$ cat config.mk
export PLATFORM = sky130hd
export DESIGN_NAME = ir_digit_entry_flat
export DESIGN_NICKNAME = d
export VERILOG_FILES = /design/src/rtl/ir_digit_entry_if.sv /design/src/rtl/ir_digit_entry.sv /design/src/flat_wrapper.sv
export SDC_FILE = /design/constraint.sdc
export NUM_CORES = 1
export LEC_CHECK = 0
export CORE_ASPECT_RATIO = 0.6
export CORE_UTILIZATION = 51
export CTS_CLUSTER_SIZE = 14
export DETAILED_ROUTE_END_ITERATION = 7
export MAX_ROUTING_LAYER = met4
export PLACE_DENSITY = 0.74
export SYNTH_ARGS = -nofsm -noshare
export SYNTH_HDL_FRONTEND = slang
export SYNTH_SLANG_ARGS = --single-unit
$ cat constraint.sdc
create_clock -name iCLK -period 2.6 [get_ports iCLK]
set_clock_uncertainty 0.1 [all_clocks]
set_input_delay 0.52 -clock iCLK [delete_from_list [all_inputs] [get_ports iCLK]]
set_output_delay 0.52 -clock iCLK [all_outputs]
set_load 0.05 [all_outputs]
$ cat src/rtl/ir_digit_entry_if.sv
// Key-entry bus between the IR receiver side and ir_digit_entry.
// The master drives key events and observes the display field; the slave is the entry block.
interface ir_digit_entry_if #(
  parameter int NDIG = 6
);
  localparam int CW = $clog2(NDIG + 1);

  logic              iREADY;
  logic [7:0]        iKEY;
  logic [4*NDIG-1:0] oDIG;
  logic [NDIG-1:0]   oBLANK;
  logic [CW-1:0]     oCOUNT;
  logic              oLOCKED;
  logic              oENTER;
  logic              oERR;

  modport master (
    output iREADY, iKEY,
    input  oDIG, oBLANK, oCOUNT, oLOCKED, oENTER, oERR
  );

  modport slave (
    input  iREADY, iKEY,
    output oDIG, oBLANK, oCOUNT, oLOCKED, oENTER, oERR
  );
endinterface

$ cat src/rtl/ir_digit_entry.sv
// Right-aligned decimal entry field driven by IR keycodes, with backspace/clear/enter,
// leading-zero blanking, locked-state blink and a timed error flash.
module ir_digit_entry #(
  parameter int NDIG       = 6,
  parameter int BLINK_HALF = 25000000,
  parameter int ERR_HOLD   = 12500000
) (
  input  logic            iCLK,
  input  logic            iRST_n,
  ir_digit_entry_if.slave bus
);
  localparam int CW = $clog2(NDIG + 1);
  localparam int BW = (BLINK_HALF > 1) ? $clog2(BLINK_HALF) : 1;
  localparam int TW = $clog2(ERR_HOLD + 1);
  localparam logic [BW-1:0] BLINK_LAST = BW'(BLINK_HALF - 1);
  localparam logic [TW-1:0] ERR_LOAD   = TW'(ERR_HOLD);
  localparam logic [CW-1:0] FULL       = CW'(NDIG);
  localparam logic [NDIG-1:0] BLANK_EMPTY = {{(NDIG-1){1'b1}}, 1'b0};

  typedef enum logic {ENTRY, LOCKED} state_t;
  typedef enum logic [2:0] {K_NONE, K_DIGIT, K_BACK, K_CLEAR, K_ENTER} key_t;

  state_t          state, state_n;
  logic [3:0]      dig   [NDIG];
  logic [3:0]      dig_n [NDIG];
  logic [CW-1:0]   count, count_n;
  logic [BW-1:0]   blink, blink_n;
  logic            phase, phase_n;  // 1 = visible half of the blink
  logic [TW-1:0]   tmr, tmr_n;
  logic            ready_d;
  logic            enter_r, enter_n;
  logic            err_r, err_n;
  logic [NDIG-1:0] blank_r, blank_n;
  logic            ev;
  key_t            kind;

  assign ev = bus.iREADY & ~ready_d;

  always_comb begin
    kind = K_NONE;
    if (ev) begin
      if (bus.iKEY <= 8'h09) kind = K_DIGIT;
      else begin
        case (bus.iKEY)
          8'h14:   kind = K_BACK;
          8'h0F:   kind = K_CLEAR;
          8'h17:   kind = K_ENTER;
          default: kind = K_NONE;
        endcase
      end
    end
  end

  always_ff @(posedge iCLK) begin
    if (!iRST_n) begin
      state   <= ENTRY;
      for (int i = 0; i < NDIG; i++) dig[i] <= '0;
      count   <= '0;
      blink   <= '0;
      phase   <= 1'b1;
      tmr     <= '0;
      ready_d <= 1'b1;
      enter_r <= 1'b0;
      err_r   <= 1'b0;
      blank_r <= BLANK_EMPTY;
    end else begin
      state   <= state_n;
      dig     <= dig_n;
      count   <= count_n;
      blink   <= blink_n;
      phase   <= phase_n;
      tmr     <= tmr_n;
      ready_d <= bus.iREADY;
      enter_r <= enter_n;
      err_r   <= err_n;
      blank_r <= blank_n;
    end
  end

  always_comb begin
    state_n = state;
    dig_n   = dig;
    count_n = count;
    blink_n = blink;
    phase_n = phase;
    tmr_n   = tmr;
    enter_n = 1'b0;
    err_n   = 1'b0;
    blank_n = '0;

    case (state)
      ENTRY: begin
        // Any entry into LOCKED starts the blink in the visible phase.
        blink_n = '0;
        phase_n = 1'b1;
        case (kind)
          K_DIGIT: begin
            if (count < FULL) begin
              for (int i = NDIG - 1; i > 0; i--) dig_n[i] = dig[i-1];
              dig_n[0] = bus.iKEY[3:0];
              count_n  = count + 1'b1;
            end else begin
              err_n = 1'b1;
            end
          end
          K_BACK: begin
            if (count != '0) begin
              for (int i = 0; i < NDIG - 1; i++) dig_n[i] = dig[i+1];
              dig_n[NDIG-1] = '0;
              count_n       = count - 1'b1;
            end else begin
              err_n = 1'b1;
            end
          end
          K_CLEAR: begin
            for (int i = 0; i < NDIG; i++) dig_n[i] = '0;
            count_n = '0;
          end
          K_ENTER: begin
            if (count != '0) begin
              state_n = LOCKED;
              enter_n = 1'b1;
            end else begin
              err_n = 1'b1;
            end
          end
          default: ;
        endcase
      end
      LOCKED: begin
        if (blink == BLINK_LAST) begin
          blink_n = '0;
          phase_n = ~phase;
        end else begin
          blink_n = blink + 1'b1;
        end
        case (kind)
          K_DIGIT: begin
            for (int i = 0; i < NDIG; i++) dig_n[i] = '0;
            dig_n[0] = bus.iKEY[3:0];
            count_n  = CW'(1);
            state_n  = ENTRY;
          end
          K_BACK: begin
            state_n = ENTRY;
            if (count != '0) begin
              for (int i = 0; i < NDIG - 1; i++) dig_n[i] = dig[i+1];
              dig_n[NDIG-1] = '0;
              count_n       = count - 1'b1;
            end else begin
              err_n = 1'b1;
            end
          end
          K_CLEAR: begin
            for (int i = 0; i < NDIG; i++) dig_n[i] = '0;
            count_n = '0;
            state_n = ENTRY;
          end
          K_ENTER: enter_n = 1'b1;
          default: ;
        endcase
      end
      default: state_n = ENTRY;
    endcase

    if (err_n)                tmr_n = ERR_LOAD;
    else if (kind == K_CLEAR) tmr_n = '0;
    else if (tmr != '0)       tmr_n = tmr - 1'b1;

    // Blanking is computed from next-state values so oBLANK is registered yet in step.
    for (int i = 0; i < NDIG; i++)
      blank_n[i] = (i != 0) && (CW'(i) >= count_n);
    if (state_n == LOCKED && !phase_n) blank_n = '1;
    if (tmr_n != '0)                   blank_n = '1;
  end

  logic [4*NDIG-1:0] dig_flat;
  always_comb begin
    dig_flat = '0;
    for (int i = 0; i < NDIG; i++) dig_flat[4*i +: 4] = dig[i];
  end

  assign bus.oDIG    = dig_flat;
  assign bus.oBLANK  = blank_r;
  assign bus.oCOUNT  = count;
  assign bus.oLOCKED = (state == LOCKED);
  assign bus.oENTER  = enter_r;
  assign bus.oERR    = err_r;
endmodule

$ cat src/flat_wrapper.sv
// flat-port wrapper written by rule: the top's interface ports become plain ports
module ir_digit_entry_flat 
#(
  parameter int NDIG       = 6,
  parameter int BLINK_HALF = 25000000,
  parameter int ERR_HOLD   = 12500000
)
  (iCLK, iRST_n, bus_iREADY, bus_iKEY, bus_oDIG, bus_oBLANK, bus_oCOUNT, bus_oLOCKED, bus_oENTER, bus_oERR);
  ir_digit_entry_if #(.NDIG(NDIG)) bus_i ();
  input  logic iCLK;
  input  logic iRST_n;
  input wire logic [$bits(bus_i.iREADY)-1:0] bus_iREADY;
  input wire logic [$bits(bus_i.iKEY)-1:0] bus_iKEY;
  output wire logic [$bits(bus_i.oDIG)-1:0] bus_oDIG;
  output wire logic [$bits(bus_i.oBLANK)-1:0] bus_oBLANK;
  output wire logic [$bits(bus_i.oCOUNT)-1:0] bus_oCOUNT;
  output wire logic [$bits(bus_i.oLOCKED)-1:0] bus_oLOCKED;
  output wire logic [$bits(bus_i.oENTER)-1:0] bus_oENTER;
  output wire logic [$bits(bus_i.oERR)-1:0] bus_oERR;
  assign bus_i.iREADY = bus_iREADY;
  assign bus_i.iKEY = bus_iKEY;
  assign bus_oDIG = bus_i.oDIG;
  assign bus_oBLANK = bus_i.oBLANK;
  assign bus_oCOUNT = bus_i.oCOUNT;
  assign bus_oLOCKED = bus_i.oLOCKED;
  assign bus_oENTER = bus_i.oENTER;
  assign bus_oERR = bus_i.oERR;
  ir_digit_entry #(.NDIG(NDIG), .BLINK_HALF(BLINK_HALF), .ERR_HOLD(ERR_HOLD)) u_core (.iCLK(iCLK), .iRST_n(iRST_n), .bus(bus_i));
endmodule
Yosys cells after proc, flatten, opt, wreduce, memory -nomap -nowiden
Cells that the tools add are included.
- output and inout port bits: 36
- input bits: 11
- logic and storage cells: 85
- flip-flop bits (word level): 87
- reduce and logical (&&, ||, !) cells: 9
- multiplexer cells: 33
- bitwise gates (word level): 5
- eq/ne operators: 11
- $add $sub $neg: 4
- order comparisons: 7
- operator list (operator ; count):
    $pmux W24 S3 ; 2
    $mux W24 ; 5
    $pmux W25 S2 ; 1
    $pmux W24 S2 ; 1
    $reduce_bool A24 Y1 ; 2
    $pmux W3 S3 ; 3
    $add A25 B1 Y25 const B ; 1
    $eq A25 B25 Y1 const B ; 1
    $mux W25 ; 1
    $sub A24 B1 Y24 const B ; 1
    $eq A8 B5 Y1 const B ; 2
    $mux W3 ; 4
    $mux W1 ; 10
    $pmux W1 S2 ; 5
    $eq A8 B4 Y1 const B ; 1
    $le A8 B4 Y1 const B ; 1
    $eq A3 B2 Y1 const B ; 2
    $ge A2 B3 Y1 const A ; 2
    $ge A3 B3 Y1 const A ; 2
    $pmux W3 S2 ; 1
    $reduce_or A3 Y1 ; 2
    $ne A4 B1 Y1 const B ; 1
    $ne A4 B4 Y1 const B ; 1
    $not A1 Y1 ; 4
    13 further kinds ; 13

Logic depth before layout (Yosys ltp)
- depth after elaboration: 11
- gate-level depth with buffers: 10
- depth with buffers taken out: 9

Least setup slack after synthesis
No wires, ideal clock.
- kind: input to register
- from: input bus_iKEY[7]
- to: register u_core.blank_r[2], in the netlist u_core.bus.oBLANK[2]
- stages: 8
- data arrival time: 2.525 ns
- slack: -0.163 ns
- required time: 2.362 ns
- cell sequence: or4b_1 > or4_1 > clkbuf_1 > nor2_1 > nor3_1 > a211o_1 > o31ai_1 > nand3_1
- cells in the longest elaborated chain, start to end: 11
- elaborated cells between the ends (all ways): 28
- those cells by class: order compare: 2; eq/ne: 7; mux: 14; reduce/logical: 5
- RTL lines (what ; line ; source):
    from (decl) ; flat_wrapper.sv:13 ; input wire logic [$bits(bus_i.iKEY)-1:0] bus_iKEY;
    parallel branches: the longest is 2 deep, another holds $le A8 B4 Y1 ; n/a ;
    $mux W3 * ; ir_digit_entry.sv:42 ; if (bus.iKEY <= 8'h09) kind = K_DIGIT;
    $mux W3 * ; ir_digit_entry.sv:41 ; if (ev) begin
    $eq A3 B3 Y1 or $eq A3 B2 Y1 (tied branches) ; ir_digit_entry.sv:96, ir_digit_entry.sv:137 ;
    $reduce_or A2 Y1 (no line) ; n/a ;
    $pmux W1 S2 ; ir_digit_entry.sv:96 ; case (kind)
    $pmux W1 S2 ; ir_digit_entry.sv:91 ; case (state)
    $mux W24 ; ir_digit_entry.sv:166 ; if (err_n) tmr_n = ERR_LOAD;
    $reduce_bool A24 Y1 ; ir_digit_entry.sv:174 ; if (tmr_n != '0) blank_n = '1;
    $reduce_or A3 Y1 (no line) ; n/a ;
    to (signal assigned) ; ir_digit_entry.sv:76 ; blank_r <= blank_n;
    to (decl) ; ir_digit_entry.sv:33 ; logic [NDIG-1:0] blank_r, blank_n;
Mark *: on every way between the ends.
A chain may end at the register's enable or synchronous reset.

Final worst setup path
- from: register u_core.tmr[16]
- to: register u_core.blank_r[1], in the netlist u_core.bus.oBLANK[1]
- cells in the longest elaborated chain, start to end: 6
- elaborated cells between the ends (all ways): 7
- those cells by class: add/sub: 1; mux: 3; reduce/logical: 3
- RTL lines (what ; line ; source):
    from (decl) ; ir_digit_entry.sv:29 ; logic [TW-1:0] tmr, tmr_n;
    from (signal assigned) ; ir_digit_entry.sv:72 ; tmr <= tmr_n;
    $sub A24 B1 Y24 or $reduce_bool A24 Y1 (tied branches) ; ir_digit_entry.sv:168 ; else if (tmr != '0) tmr_n = tmr - 1'b1;
    $mux W24 * ; ir_digit_entry.sv:168 ;
    $mux W24 * ; ir_digit_entry.sv:167 ; else if (kind == K_CLEAR) tmr_n = '0;
    $mux W24 * ; ir_digit_entry.sv:166 ;
    $reduce_bool A24 Y1 * ; ir_digit_entry.sv:174 ;
    $reduce_or A3 Y1 (no line) * ; n/a ;
Mark *: on every way between the ends. The rest lies on a longest branch, timed or not.

==> results.tsv <==
metric	value	unit
status	complete, but fails checks	
failed_checks	setup timing	
hold_violations	0	
power_density	1130	nW/µm²
cp_max_fo	6	
finalSetupTns	-1.01	ns
final_layout_size_suffix_gt1_share	28.1	%
yosysWarningCount	0	
intPower	4.26	mW
cts_sinks	87	
synth_xor_area_share	7.39	%
core_area	7980	µm²
clock_path_buffers	2	
fillers	529	
worstReg2RegStart	u_core.tmr[16]$_SDFF_PN0_	
switching_share	39.5	%
holdPathEnd	u_core.blink[0]$_SDFF_PP0_	
critPathLaunchType	flop	
cp_data_arrival_time	2.92	ns
rsz0062_at_grt	true	
crit_required	2.72	ns
vias_per_cell	6.06	
wl_per_cell	18.1	µm
path_class	flop to flop	
yosys.area.top_type	dfxtp_1	
rows	25	
synth_nets	530	
grt_max_degree	40	
whs_path_depth	1	
worstSetupEndpointType	flop	
leakagePower	2.40	nW
hold-worst-slack	0.369	ns
cts-htree-levels	3	
rr_worst_depth	9	
synthTopCellsByCount	nor2_1 (88), dfxtp_1 (87), nand2_1 (45)	
syn2layout_area_growth	46.1	%
vdd_drop_max	710	µV
fin_ws	-0.204	ns
r2r-end	u_core.bus.oBLANK[1]$_SDFF_PP1_	
muxShareOfSynthArea	0.234	%
gp_congestion	0.910	
hold_path.class	flop to flop	
antenna_found_initial	0	
cpPeakStageDelay	0.59	ns
yosys-top-cells-area	dfxtp_1 (41%), nor2_1 (7.7%), a21oi_1 (4.1%)	
drt_iter0_markers	554	
synthSimpleGateAreaFrac	29.3	%
synth_compound_area_share	17.4	%
worstPathBufferInverterCount	2	
tightest_slew	0.789	ns
synth_ff_type	dfxtp_1	
avgSynthCellArea	8.32	µm²
synth_top_family_by_area	simple AND/OR/NAND/NOR gates	
chipHeight	72.9	µm
numCtsBuffers	9	
nets	679	
netlist_instances	513	
syn_area	4270	µm²
synth_adder_area_share	1.76	%
die_w	120	µm
synth_edf_count	0	
fmax	357	MHz
cts_tree	yes	
grt_overflow	0	
combPwrFrac	57.5	%
period_share	108	%
io_pins	47	
cap_violations	0	
grt_pass1_wl	21500	µm
p_switching	2.78	mW
crit_slowest_cell	or4_4	
clk_latency	0.35	ns
slew-limit-headroom	47.4	%
path_cells	or4_4, nor4_4, buf_4, nor3_1, xor2_1, a2111o_1, nor4_4, buf_4, o211ai_1	
track_usage	32.7	%
numPortBuffers	46	
dr.pass1.iters	5	
start_util	53.5	%
drcViolationCount	0	
finalMaxSlewViolations	0	
setup_viol	7	
cts.clk_slew.worst_paths	0.06	ns
root_buffer	clkbuf_16	
diodes	0	
grt_pass1_vias	4229	
dpl.hpwl	8810	µm
p_seq_share	23.7	%
die_area	8750	µm²
via_count	4690	
regToRegSetupSlack	-0.20	ns
final.min_clock_period	2.80	ns
yosys.cell_types.count	65	
synthMostInstantiatedCell	nor2_1	
cp_top_family	simple AND/OR/NAND/NOR gates	
synth.top_cell.area_share	40.8	%
async_reset_ff_share	0	%
ys_seq_area_share	40.8	%
ys_ff_latch	87	
clockPowerShare	18.8	%
routed_wl	14000	µm
ant_nets	0	
hold_start	u_core.blink[0]$_SDFF_PP0_	
-- power by group through the flow --
stage / registers [mW] / clock network [mW] / logic, mW
finish: 1.67 / 1.32 / 4.05
CTS: 1.65 / 1.32 / 3.66
global placement: 1.66 / 0 / 3.34
detailed placement: 1.66 / 0 / 3.41
floorplan: 1.70 / 0 / 1.94
global route: 1.68 / 1.41 / 4.32
-- final cells by class --
type,count,area [µm²],share of cell area (%)
flip-flops and latches,87,1740,27.9
well taps,108,135,2.17
clock inverters,6,68.8,1.10
repair buffers,160,1350,21.6
inverters,10,37.5,0.602
multi-input cells,394,2680,43.0
clock buffers,9,225,3.61
-- worst register-to-register path: cells and delay by family, from the launching register on --
family,cells,cell delay [ns]
xor+xnor,1,0.18
simple gates,4,1.14
flops,1,0.33
compound gates,2,0.55
buf+inv,2,0.37
-- per-stage QoR --
step	std cells	instance area [µm²]	setup slack, ns	power (mW)	utilization (%)
floorplan	513	4310	-0.123	3.65	-
global placement	750	5610	-0.512	5.00	70.3
detailed placement	750	5610	-0.585	5.07	70.3
CTS	771	6080	-0.173	6.63	76.3
global route	774	6240	-0.307	7.41	78.2
finish	774	6240	-0.204	7.04	78.2
-- worst max path at each step --
stage | startpoint | end | depth (start not counted)
after global routing | u_core.tmr[14]$_SDFF_PN0_ | u_core.bus.oBLANK[1]$_SDFF_PP1_ | 9
final | u_core.tmr[16]$_SDFF_PN0_ | u_core.bus.oBLANK[1]$_SDFF_PP1_ | 9
after CTS | u_core.tmr[15]$_SDFF_PN0_ | u_core.bus.oBLANK[1]$_SDFF_PP1_ | 8
after global placement | bus_iREADY | u_core.bus.oBLANK[1]$_SDFF_PP1_ | 11
after floorplan | u_core.tmr[15]$_SDFF_PN0_ | u_core.bus.oBLANK[1]$_SDFF_PP1_ | 8
after detailed placement | bus_iREADY | u_core.bus.oBLANK[1]$_SDFF_PP1_ | 8
-- kinds of logic after synthesis --
group           after synthesis
mux                           1
flops                        87
simple gates                244
fa+ha+maj                     6
compound gates              107
xor+xnor                     36
buf+inv                      32
-- routing by layer --
metal / routed length, µm / track usage [%] / up-vias
li1: - / - / 2151
met1: 6300 / 45.1 / 2235
met4: 295 / 8.89 / 0
met5: 0 / - / -
met3: 1170 / 7.73 / 44
met2: 6260 / 47.6 / 260
-- cell usage in the layout, fill, tap and decap left out, types with 4 or more instances in the layout --
master / count
buf_6: 6
nand2_1: 42
inv_1: 10
nor3_2: 4
and3_1: 12
nor3_1: 13
clkdlybuf4s50_1: 42
a21oi_1: 32
xor2_1: 18
and2_1: 5
buf_4: 106
o21ai_0: 11
nand4_1: 5
dfxtp_1: 86
clkbuf_16: 9
a222oi_1: 10
or3_1: 6
nor4_1: 9
xnor2_1: 15
a211oi_1: 12
ha_1: 5
nor4_4: 5
nor2_1: 86
or4_4: 4
nand3_1: 12
o21a_1: 4
-- sequential cells by signal (all words and copies together) (netlist names) --
register / cells
u_core.blink: 25
u_core.bus.oBLANK: 6
u_core.bus.oCOUNT: 3
u_core.bus.oDIG: 24
u_core.bus.oENTER: 1
u_core.bus.oERR: 1
u_core.bus.oLOCKED: 1
u_core.phase: 1
u_core.ready_d: 1
u_core.tmr: 24
-- what timing repair did --
item,CTS,global route
pin swaps,8,12
gates resized for setup,30,34
buffers inserted,5,4
gates cloned,1,0
setup endpoints to repair,24,25
hold buffers,0,0
Power figures use the tool's default switching activity.
